<file path="src/rtl/mem_arb_pkg.sv">
// Shared types for the memory port arbiter.
// Controller states, grant encoding and line geometry defaults.
package mem_arb_pkg;

   typedef enum logic [1:0] {
      IDLE     = 2'd0,
      I_BURST  = 2'd1,
      D_ACCESS = 2'd2
   } arbState_t;

   typedef enum logic {
      GRANT_I = 1'b0,
      GRANT_D = 1'b1
   } grant_t;

   // Counter width for a line, never narrower than one bit.
   function automatic int beatWidth(input int words);
      return (words < 2) ? 1 : $clog2(words);
   endfunction

   localparam int LINE_WORDS_DEF = 4;
   localparam int BEAT_W_DEF = beatWidth(LINE_WORDS_DEF);

endpackage

</file>
<file path="src/rtl/line_beat_counter.sv">
// Word index within an I-line refill burst.
// Steps on each acked beat; flags the final word of the line.
module line_beat_counter #(
   parameter int LINE_WORDS = 4,
   parameter int BEAT_W = 2
) (
   input  logic              clk,
   input  logic              rst,
   input  logic              inc,
   input  logic              clr,
   output logic [BEAT_W-1:0] beat,
   output logic              last
);

   localparam logic [BEAT_W-1:0] LAST_BEAT =
      BEAT_W'(LINE_WORDS - 1);

   // Advance one word per acked beat; clear wins
   always_ff @(posedge clk or negedge rst) begin
      if (!rst) begin
         beat <= '0;
      end else if (clr) begin
         beat <= '0;
      end else if (inc) begin
         beat <= beat + 1'b1;
      end
   end

   // Final word of the line is being transferred
   always_comb begin
      last = (beat == LAST_BEAT);
   end

endmodule

</file>
<file path="src/rtl/mem_port_arbiter.sv">
// Shares one external memory port between I-refill and D access.
// Round-robin on ties, no preemption, outputs decoded from state.
module mem_port_arbiter
   import mem_arb_pkg::*;
#(
   parameter int ADDR_W = 32,
   parameter int DATA_W = 32,
   parameter int LINE_WORDS = LINE_WORDS_DEF,
   localparam int BEAT_W = beatWidth(LINE_WORDS)
) (
   input  logic              clk,
   input  logic              rst,
   input  logic              i_req,
   input  logic [ADDR_W-1:0] i_addr,
   output logic [DATA_W-1:0] i_rdata,
   output logic              i_rvalid,
   output logic [BEAT_W-1:0] i_beat,
   output logic              i_done,
   input  logic              d_req,
   input  logic              d_we,
   input  logic [ADDR_W-1:0] d_addr,
   input  logic [DATA_W-1:0] d_wdata,
   output logic [DATA_W-1:0] d_rdata,
   output logic              d_done,
   output logic              mem_req,
   output logic              mem_we,
   output logic [ADDR_W-1:0] mem_addr,
   output logic [DATA_W-1:0] mem_wdata,
   input  logic [DATA_W-1:0] mem_rdata,
   input  logic              mem_ack,
   output logic              busy
);

   localparam int OFF_W = BEAT_W + 2;

   arbState_t         state;
   grant_t            lastGrant;
   logic [BEAT_W-1:0] beat;
   logic              beatLast;
   logic              inBurst;
   logic              inData;
   logic              iAck;
   logic              dAck;
   logic              tie;
   logic              clrBeat;
   logic [ADDR_W-1:0] beatAddr;
   logic              unusedAddrBits;

   // Which requester currently owns the port
   always_comb begin
      inBurst = (state == I_BURST);
      inData  = (state == D_ACCESS);
      iAck    = inBurst & mem_ack;
      dAck    = inData & mem_ack;
      tie     = i_req & d_req;
      clrBeat = ~inBurst | (iAck & beatLast);
   end

   // Line base keeps its upper bits; beat wraps inside the line
   always_comb begin
      beatAddr = {i_addr[ADDR_W-1:OFF_W], beat, 2'b00};
   end

   assign unusedAddrBits = ^i_addr[OFF_W-1:0];

   line_beat_counter #(
      .LINE_WORDS(LINE_WORDS),
      .BEAT_W    (BEAT_W)
   ) u_beat (
      .clk (clk),
      .rst (rst),
      .inc (iAck),
      .clr (clrBeat),
      .beat(beat),
      .last(beatLast)
   );

   // Grant from IDLE, hold until the final ack; ties alternate
   always_ff @(posedge clk or negedge rst) begin
      if (!rst) begin
         state     <= IDLE;
         lastGrant <= GRANT_D;
      end else begin
         unique case (state)
            IDLE: begin
               if (tie) begin
                  if (lastGrant == GRANT_D) begin
                     state     <= I_BURST;
                     lastGrant <= GRANT_I;
                  end else begin
                     state     <= D_ACCESS;
                     lastGrant <= GRANT_D;
                  end
               end else if (i_req) begin
                  state <= I_BURST;
               end else if (d_req) begin
                  state <= D_ACCESS;
               end
            end
            I_BURST: begin
               if (iAck && beatLast) begin
                  state <= IDLE;
               end
            end
            D_ACCESS: begin
               if (mem_ack) begin
                  state <= IDLE;
               end
            end
            default: begin
               state <= IDLE;
            end
         endcase
      end
   end

   // Route the owning requester onto the memory port
   always_comb begin
      mem_req   = 1'b0;
      mem_we    = 1'b0;
      mem_addr  = '0;
      mem_wdata = '0;
      unique case (1'b1)
         inBurst: begin
            mem_req  = 1'b1;
            mem_addr = beatAddr;
         end
         inData: begin
            mem_req   = 1'b1;
            mem_we    = d_we;
            mem_addr  = d_addr;
            mem_wdata = d_wdata;
         end
         default: begin
         end
      endcase
   end

   // Return read data and completion pulses to the owner
   always_comb begin
      i_rvalid = iAck;
      i_rdata  = iAck ? mem_rdata : '0;
      i_beat   = inBurst ? beat : '0;
      i_done   = iAck & beatLast;
      d_done   = dAck;
      d_rdata  = dAck ? mem_rdata : '0;
      busy     = (state != IDLE);
   end

endmodule

</file>
<file path="config.mk">
export PLATFORM = sky130hd
export DESIGN_NAME = mem_port_arbiter
export DESIGN_NICKNAME = d
export VERILOG_FILES = /design/src/rtl/mem_arb_pkg.sv /design/src/rtl/line_beat_counter.sv /design/src/rtl/mem_port_arbiter.sv
export SDC_FILE = /design/constraint.sdc
export NUM_CORES = 1
export LEC_CHECK = 0
export ABC_AREA = 1
export BUFFER_PORTS_ARGS = -buffer_cell sky130_fd_sc_hd__buf_2
export CORE_AREA = 2 2 105 107
export CTS_BUF_LIST = sky130_fd_sc_hd__clkbuf_2
export DETAILED_ROUTE_END_ITERATION = 7
export DIE_AREA = 0 0 107 109
export PLACE_DENSITY_LB_ADDON = 0.08
export SYNTH_ARGS = -nofsm -noshare
export SYNTH_HDL_FRONTEND = slang
export SYNTH_SLANG_ARGS = --single-unit
</file>
<file path="constraint.sdc">
create_clock -name clk -period 2.4 [get_ports clk]
set_input_delay 0.48 -clock clk [delete_from_list [all_inputs] [get_ports clk]]
set_output_delay 0.48 -clock clk [all_outputs]
set_load 0.02 [all_outputs]
</file>
==> impl_metrics.tcl, run 1 <==
set metrics [dict create \
    start_util 0.137 \
    clock_path_buffers 2 \
    viasPerCell 3.70 \
    final_cells 721 \
    syn_to_final_growth_pct 102 \
    tns_ns 0 \
    power_mw 2.26 \
    hpwl_mm 6.13 \
    ant_nets 0 \
    worstPathRequired_ns 1.92 \
    ys_seq_area_frac 0.0868 \
    r2r_cells 7 \
    dpl_cell_area_sq_mm 0.00292 \
    hold_class "input port to async pin" \
    dr.first_iter.drc_count 117 \
    yosysUniqueCellTypes 15 \
    grt_pass1_vias 2142 \
    post-cts-setup-buffer-count 0 \
    coreArea_sq_mm 0.0106 \
    outcome "finished clean" \
    drv_slew 0 \
    vdd_drop_max_mv 0.450 \
    cp_max_fo 30 \
    cts_tree "built" \
    syn-instance-count 326 \
    holdWs_ns 0.0664 \
    period_share 0.890 \
    grt_pass1_wl_mm 10.0 \
    cp_cell_sequence "inv_1, ha_1, inv_1, buf_4, a21oi_1, buf_2" \
    yosysWarnings 0 \
    timing.reg2reg.setup_slack_ns 0.86 \
    dr.pass1.iters 4 \
    fin_crit_ns 2.14 \
    tightestPinTransition_ns 0.330 \
    path_class "flip-flop to output pin" \
    slew_headroom 0.780 \
    cts_root_buffer "clkbuf_2" \
    path_clk_slew_ns 0.05 \
    die_h_um 109 \
    wl_mm 7.42 \
    drc 0 \
    final_area_sq_mm 0.00295 \
    wl_per_cell_um 10.3 \
    rsz0062_at_grt "no" \
    fin_skew_ns 0.00286 \
    via_count 2671 \
    drive_above_1_share 0.478 \
    arrival_ns 1.66 \
    cts_max_level 1 \
    globalRouteOverflowTotal 0 \
    row_count 38 \
    fin_nets 720 \
    cts.sinks 5 \
    place_congestion 0.731 \
    path_common_cell "inv_1" \
    hold_viol 0 \
    io_buffers 265 \
    cap_violations 0 \
    setup_viol 0 \
    synth.avg_cell_area_sq_um 4.47 \
    placed_cells 717 \
    grtUsageTotal 0.105 \
    die_w_um 107 \
    fmaxAchievable_mhz 468 \
    io_pins 270 \
    antennaDiodeCount 0 \
    slowest_delay_ns 0.37 \
    end_kind "output pin" \
    numCtsBuffers 3 \
    antenna_found_initial 0 \
    synthesis.area_sq_mm 0.00146 \
    synth_fp_nets 464 \
    p_leak_nw 2.29 \
    timing.rr.start "state[1]" \
    ys_ff_latch 5 \
    cpMaxStageDelayCell "dfrtp_1" \
    power_density_mw_per_mm2 766 \
    start_kind "flip-flop" \
    grt_max_degree 66 \
    clock_latency_ns 0.22 \
    rr_endpoint "state[1]" \
    dieArea_sq_mm 0.0117 \
]
-- critical path: cells and delay by family (launching register included) --
kind,cells,cell delay (ns)
AOI/OAI and AO/OA,1,0.07
adders and majority gates,1,0.35
buffers and inverters,4,0.63
DFF,1,0.37
-- report_power, final --
part           total [mW]  internal [mW]  switching [mW]
Sequential          0.135          0.118          0.0170
Clock              0.0778         0.0441          0.0338
Combinational        2.05          0.648            1.40
Total                2.26          0.811            1.45
-- cell usage after synthesis --
master,instances,share of area
a21boi_0,1,0.0052
a21oi_1,32,0.11
buf_2,13,0.045
buf_4,4,0.021
clkbuf_1,3,0.0077
dfrtp_1,4,0.069
dfstp_2,1,0.018
ha_1,4,0.034
inv_1,80,0.21
nand2_1,106,0.27
nand2_2,1,0.0043
nand3_1,5,0.017
nor2_1,70,0.18
o21ai_0,1,0.0034
xor2_1,1,0.0060
-- through the flow --
stage | setup slack (ns) | utilization
6_report | 0.264 | 0.278
5_1_grt | 0.0738 | 0.278
4_1_cts | 0.145 | 0.278
3_5_place_dp | 0.406 | 0.276
3_3_place_gp | 0.436 | 0.276
2_1_floorplan | 0.472 | -
-- metal layers --
metal | up-vias | part of all wire | track usage | wire, um
met1 | 1099 | 0.38 | 0.117 | 2820
met4 | 0 | 0.0070 | 0.0223 | 52
met3 | 5 | 0.079 | 0.00897 | 587
li1 | 1432 | - | - | -
met2 | 135 | 0.53 | 0.213 | 3960
met5 | - | 0 | 0 | 0
-- repair_timing --
item | CTS | global route
setup endpoints to repair | 0 | 1
resized for setup | 0 | 1
hold buffers | 0 | 0
-- registers in the layout, summed over array words and instances (netlist names) --
register,cells
state,2
lastGrant,1
u_beat.beat,2
-- logic make-up (layout without fill, tap and decap cells) --
kind of cell,Yosys count,count (layout),share of synthesized area
fa+ha+maj,4,4,0.0344
flops,5,5,0.0868
xor+xnor,1,1,0.00601
simple gates,182,182,0.475
compound gates,34,34,0.119
buf+inv,100,355,0.279
-- placed cells by master, fill, tap and decap left out --
master      n
buf_2     265
nand2_1   106
inv_1      80
nor2_1     70
a21oi_1    32
nand3_1     5
clkbuf_2    4
dfrtp_1     4
ha_1        3
buf_4       3
buf_12      2
nand2_2     1
a21boi_0    1
xor2_1      1
o21ai_0     1
ha_2        1
dfstp_2     1
buf_6       1
-- cell type report --
class | instances | area, sq um
Fill cell | 1249 | 7650
Timing Repair Buffer | 271 | 1400
Multi-Input combinational cell | 221 | 926
Inverter | 80 | 300
Tap cell | 140 | 175
Sequential cell | 5 | 126
Clock buffer | 4 | 20.0
-- how the worst max path moves through the flow --
stage,startpoint,to,cells past startpoint
6_report,state[0],mem_addr[30],6
5_1_grt,state[1],mem_addr[2],6
2_1_floorplan,state[0],mem_addr[10],5
4_1_cts,state[1],mem_addr[2],6
3_5_place_dp,state[1],mem_addr[2],6
3_3_place_gp,state[1],mem_addr[2],6
Power figures use the tool's default switching activity.
==> run 2, diff against run 1 <==
==> constraint.sdc (replaced) <==
create_clock -name clk -period 2.4 [get_ports clk]
set_input_delay 0.72 -clock clk [delete_from_list [all_inputs] [get_ports clk]]
set_output_delay 0.72 -clock clk [all_outputs]
set_load 0.02 [all_outputs]
==> run 2 against run 1 <==
Total power is 12% higher. Largest power group unchanged. Clock skew is 0.0022 ns lower. Wire length is 8.2% higher. Cell area is 4.8% higher.
==> impl_metrics.tcl, run 2 (synthesis gave the netlist of run 1 again) <==
set metrics [dict create \
    top_regs "state x2, u_beat.beat x2, lastGrant x1" \
    most-common-layout-cells "buf_2, nand2_1, inv_1" \
    coreArea_sq_mm 0.0106 \
    antennaDiodeCount 0 \
    cap_violations 0 \
    tightestPinTransition_ns 0.281 \
    timing.rr.start "state[1]" \
    syn_to_final_growth_pct 112 \
    p_clk_frac 0.031 \
    fmaxAchievable_mhz 432 \
    power_density_mw_per_mm2 817 \
    dpl_cell_area_sq_mm 0.00294 \
    viasPerCell 3.79 \
    cts_tree "built" \
    grt_pass1_wl_mm 10.2 \
    dieArea_sq_mm 0.0117 \
    outcome "finished clean" \
    drc 0 \
    hpwl_mm 6.06 \
    grt_max_degree 66 \
    via_count 2743 \
    clock_latency_ns 0.21 \
    final_area_sq_mm 0.00309 \
    p_comb_frac 0.914 \
    power_mw 2.53 \
    setup_slack_ns 0.0878 \
    place_congestion 0.718 \
    wl_per_cell_um 11.1 \
    mostFrequentLayoutCell "buf_2" \
    arrival_ns 1.59 \
    start_kind "flip-flop" \
    dr.pass1.iters 4 \
    fin_crit_ns 2.31 \
    end_kind "output pin" \
    power_switching_mw 1.55 \
    path_class "flip-flop to output pin" \
    globalRouteOverflowTotal 0 \
    fin_nets 723 \
    die_h_um 109 \
    numCtsBuffers 3 \
    dp_slack_ns 0.230 \
    start_util 0.137 \
    p_sw_frac 0.612 \
    cp_max_fo 16 \
    fin_skew_ns 0.000612 \
    crit_path_start "state[0]" \
    vdd_drop_max_mv 0.315 \
    io_pins 270 \
    slew_headroom 0.811 \
    p_leak_nw 2.34 \
    ant_nets 0 \
    clock_path_buffers 2 \
    hold_class "input port to async pin" \
    grt_pass1_vias 2192 \
    drive_above_1_share 0.490 \
    cell_internal_pwr_mw 0.980 \
    cts_root_buffer "clkbuf_2" \
    worstPathRequired_ns 1.68 \
    drv_slew 0 \
    antenna_found_initial 0 \
    hold_viol 0 \
    seq_power_share 0.056 \
    cts.sinks 5 \
    dr.first_iter.drc_count 123 \
    grtUsageTotal 0.106 \
    setup_viol 0 \
    period_share 0.963 \
    wl_mm 8.03 \
    die_w_um 107 \
    path_clk_slew_ns 0.05 \
    io_buffers 265 \
    row_count 38 \
    cts_max_level 1 \
]
## run 2: cell types whose count changed in the layout (fill, tap and decap cells not counted), moves of 2 or more
cell / change
buf_12: +2
ha_4: +3
clkbuf_16: +3
ha_1: -2
## run 2: worst max-delay path, cell delays in order, from the launching register on
cell       delay [ns]
dfrtp_2          0.44
inv_2            0.11
ha_4             0.22
clkbuf_16        0.21
nand2_1          0.06
a21oi_1          0.15
buf_2            0.19
## run 2: layer usage
metal / track usage / part of all wire / routed length [um] / vias up
met4: 0.0223 / 0.0034 / 27 / 0
met2: 0.221 / 0.55 / 4390 / 136
li1: - / - / - / 1438
met3: 0.0108 / 0.071 / 570 / 2
met1: 0.113 / 0.38 / 3040 / 1167
met5: 0 / 0 / 0 / -
## run 2: worst paths after layout
| check | depth (start not counted) | endpoint | slack, ns |
|---|---|---|---|
| worst max-delay path | 6 | mem_addr[18] | 0.09 |
| worst min-delay path | 1 | u_beat.beat[1] | 0.31 |
| worst max register to register | 7 | state[1] | 0.86 |
| worst min register to register | 2 | lastGrant | 0.51 |
| max in group asynchronous | 1 | lastGrant | 1.88 |
| min in group clk | 2 | lastGrant | 0.51 |
## run 2: cell type report
class / count / area [sq um]
timing repair buffer: 274 / 1500
inverter: 80 / 300
multi-input combinational: 221 / 965
clock buffer: 4 / 20.0
sequential: 5 / 128
fill: 1246 / 7510
tap: 140 / 175
## run 2: stage by stage
step                      setup TNS, ns  instances   util  hold WS, ns
after global routing            -0.0136        724  0.291        0.286
final                                 0        724  0.291        0.310
after global placement                0        716  0.277        0.504
after detailed placement              0        716  0.277        0.502
after CTS                             0        720  0.280        0.302
after floorplan                       0        326      -        0.424
## run 2: power by group through the flow
stage	registers [mW]	clock network [mW]	logic, mW
finish	0.141	0.0777	2.31
global route	0.144	0.0898	2.53
CTS	0.136	0.0814	2.11
detailed placement	0.136	0	2.10
global placement	0.138	0	2.10
floorplan	0.132	0	1.38
## run 2: repair_timing
| item | in CTS | in global routing |
|---|---|---|
| setup endpoints to repair | 13 | 31 |
| resized for setup | 1 | 8 |
| setup buffers | 0 | 1 |
| hold buffers | 0 | 0 |
| pin swaps | 0 | 1 |
| gates cloned | 0 | 3 |
==> run 3, diff against run 2 <==
Settings changed: SYNTH_HIERARCHICAL set to 1.
==> run 3 against run 2 <==
Non-clock buffer count is 2 higher. Hold slack lost 0.0036 ns. Die area unchanged. Sequential cell count did not move. Cell area about the same. Combinational power increased by 16%. Clock skew grew 0.0022 ns. First-iteration DRC count decreased by 8.1%. Critical endpoint is now i_rdata[18]. Largest power group unchanged.
==> impl_metrics.tcl, run 3 <==
set metrics [dict create \
    synth_fp_nets 468 \
    fin_nets 729 \
    hpwl_mm 6.65 \
    clock_latency_ns 0.21 \
    period_share 0.937 \
    cts.sinks 5 \
    fin_crit_ns 2.25 \
    ff_latch_area_sq_um 126 \
    synth_top_cell_by_area "nand2_1" \
    fin_skew_ns 0.00283 \
    most-common-layout-cells "buf_2, nand2_1, inv_1" \
    drive_above_1_share 0.486 \
    cp_max_fo 32 \
    syn-instance-count 330 \
    ys_seq_area_frac 0.0859 \
    cp_cell_sequence "inv_1, ha_2, nand2_1, buf_12, nor2_1, buf_2" \
    row_count 38 \
    cts_tree "built" \
    viasPerCell 3.71 \
    synth_flop_cell "dfrtp_1" \
    grt_pass1_wl_mm 10.8 \
    outcome "finished clean" \
    cap_violations 0 \
    ys_ff_latch 5 \
    synth-compound-area-share 0.111 \
    mostFrequentLayoutCell "buf_2" \
    die_w_um 107 \
    synth_top_family_by_area "simple AND/OR/NAND/NOR gates" \
    cts_max_level 1 \
    dieArea_sq_mm 0.0117 \
    hold_viol 0 \
    path_clk_slew_ns 0.05 \
    end_kind "output pin" \
    r2r_cells 8 \
    io_pins 270 \
    antennaDiodeCount 0 \
    wl_per_cell_um 11.0 \
    antenna_found_initial 0 \
    multi_input_comb_area_sq_um 965 \
    synthesis.area_sq_mm 0.00147 \
    slowest_delay_ns 0.39 \
    die_h_um 109 \
    path_class "flip-flop to output pin" \
    p_leak_nw 2.36 \
    yosysUniqueCellTypes 14 \
    clock_path_buffers 2 \
    vdd_drop_max_mv 0.444 \
    worstPathRequired_ns 1.68 \
    slew_headroom 0.875 \
    synthXorXnorAreaFrac 0.00595 \
    yosysWarnings 6 \
    cts-hold-fix-buffers 0 \
    dr.pass1.iters 4 \
    netlist_top_cells_area "nand2_1, inv_1, nor2_1" \
    start_util 0.139 \
    power_mw 2.90 \
    synth.avg_cell_area_sq_um 4.46 \
    synthAdderAreaFrac 0.0340 \
    cts_root_buffer "clkbuf_2" \
    grt_pass1_vias 2183 \
    wl_mm 8.04 \
    cpMaxStageDelayCell "dfrtp_1" \
    globalRouteOverflowTotal 0 \
    muxShareOfSynthArea 0 \
    grtUsageTotal 0.114 \
    syn_to_final_growth_pct 110 \
    rsz0062_at_grt "no" \
    synth_most_common_cell "nand2_1" \
    coreArea_sq_mm 0.0106 \
    start_kind "flip-flop" \
    drc 0 \
    tns_ns 0 \
    num-fill-cells 1240 \
    grt_max_degree 44 \
    synth_commonest_cells "nand2_1, inv_1, nor2_1" \
    via_count 2709 \
    place_congestion 0.751 \
    fmaxAchievable_mhz 445 \
    ant_nets 0 \
    top_regs "state x2, u_beat/beat x2, lastGrant x1" \
    dr.first_iter.drc_count 113 \
    synth-edff-count 0 \
    setup_viol 0 \
    synthSimpleGateAreaFrac 0.481 \
    io_buffers 265 \
    arrival_ns 1.53 \
    numCtsBuffers 3 \
    power_density_mw_per_mm2 939 \
    drv_slew 0 \
    hold_class "input port to async pin" \
    tightestPinTransition_ns 0.188 \
    synth_top_cell_area_share 0.283 \
    synthArstFlopShare 1.00 \
]
## run 3: cell count changes after synthesis
cell | previous run | this run
buf_2 | 13 | 14
nor2_1 | 70 | 71
nand2_2 | 1 | 0
buf_6 | 0 | 2
o21ai_0 | 1 | 0
nand2_1 | 106 | 111
buf_4 | 4 | 1
a21oi_1 | 32 | 31
inv_1 | 80 | 81
## run 3: what timing repair did
action,in CTS,in global routing
resized for setup,2,13
cloned,0,1
setup buffers,0,2
setup endpoints to repair,1,31
## run 3: area by class of cell
cell class	count	area share
Timing Repair Buffer	276	0.485
Multi-Input combinational cell	224	0.312
Clock buffer	4	0.00648
Tap cell	140	0.0567
Sequential cell	5	0.0409
Inverter	81	0.0985
## run 3: logic make-up (layout without fill, tap and decap cells)
| family | Yosys count | in the layout |
|---|---|---|
| buffers and inverters | 101 | 361 |
| xor gates and xnor gates | 1 | 1 |
| adders and majority gates | 4 | 4 |
| and+or+nand+nor | 187 | 187 |
| DFF | 5 | 5 |
| AOI/OAI and AO/OA | 32 | 32 |
## run 3: worst paths after layout
path	start	endpoint	slack (ns)
setup / recovery	state[1]	i_rdata[18]	0.15
max in group asynchronous	rst	lastGrant	1.88
min in group clk	lastGrant	lastGrant	0.50
hold / removal	rst	u_beat/beat[1]	0.31
setup reg to reg	state[1]	state[0]	0.91
hold reg to reg	lastGrant	lastGrant	0.50
## run 3: critical path: cells and delay by family, from the launching register on
kind                     cells  cell delay (ns)
adder cells (fa/ha/maj)      1             0.23
buffers and inverters        3             0.47
AND/OR/NAND/NOR              2             0.20
flip-flops                   1             0.39
## run 3: power by group
part           internal, mW  total [mW]  switching, mW
logic                 0.947        2.69           1.74
registers             0.117       0.136         0.0183
clock network        0.0441      0.0758         0.0318
## run 3: metrics by stage
step	hold WS, ns	setup WS, ns	util	instance area [sq um]	instances
2_1_floorplan	0.424	0.232	-	1470	330
3_3_place_gp	0.504	0.269	0.279	2960	723
3_5_place_dp	0.495	0.226	0.279	2960	723
4_1_cts	0.297	0.0251	0.282	2990	727
5_1_grt	0.303	0.00217	0.291	3090	730
6_report	0.307	0.152	0.291	3090	730
## run 3: layer usage
| metal | up-vias | track usage | share of wire |
|---|---|---|---|
| li1 | 1450 | - | - |
| met2 | 122 | 0.243 | 0.55 |
| met5 | - | 0 | 0 |
| met3 | 0 | 0.0215 | 0.086 |
| met4 | 0 | 0.0111 | 0 |
| met1 | 1137 | 0.118 | 0.37 |
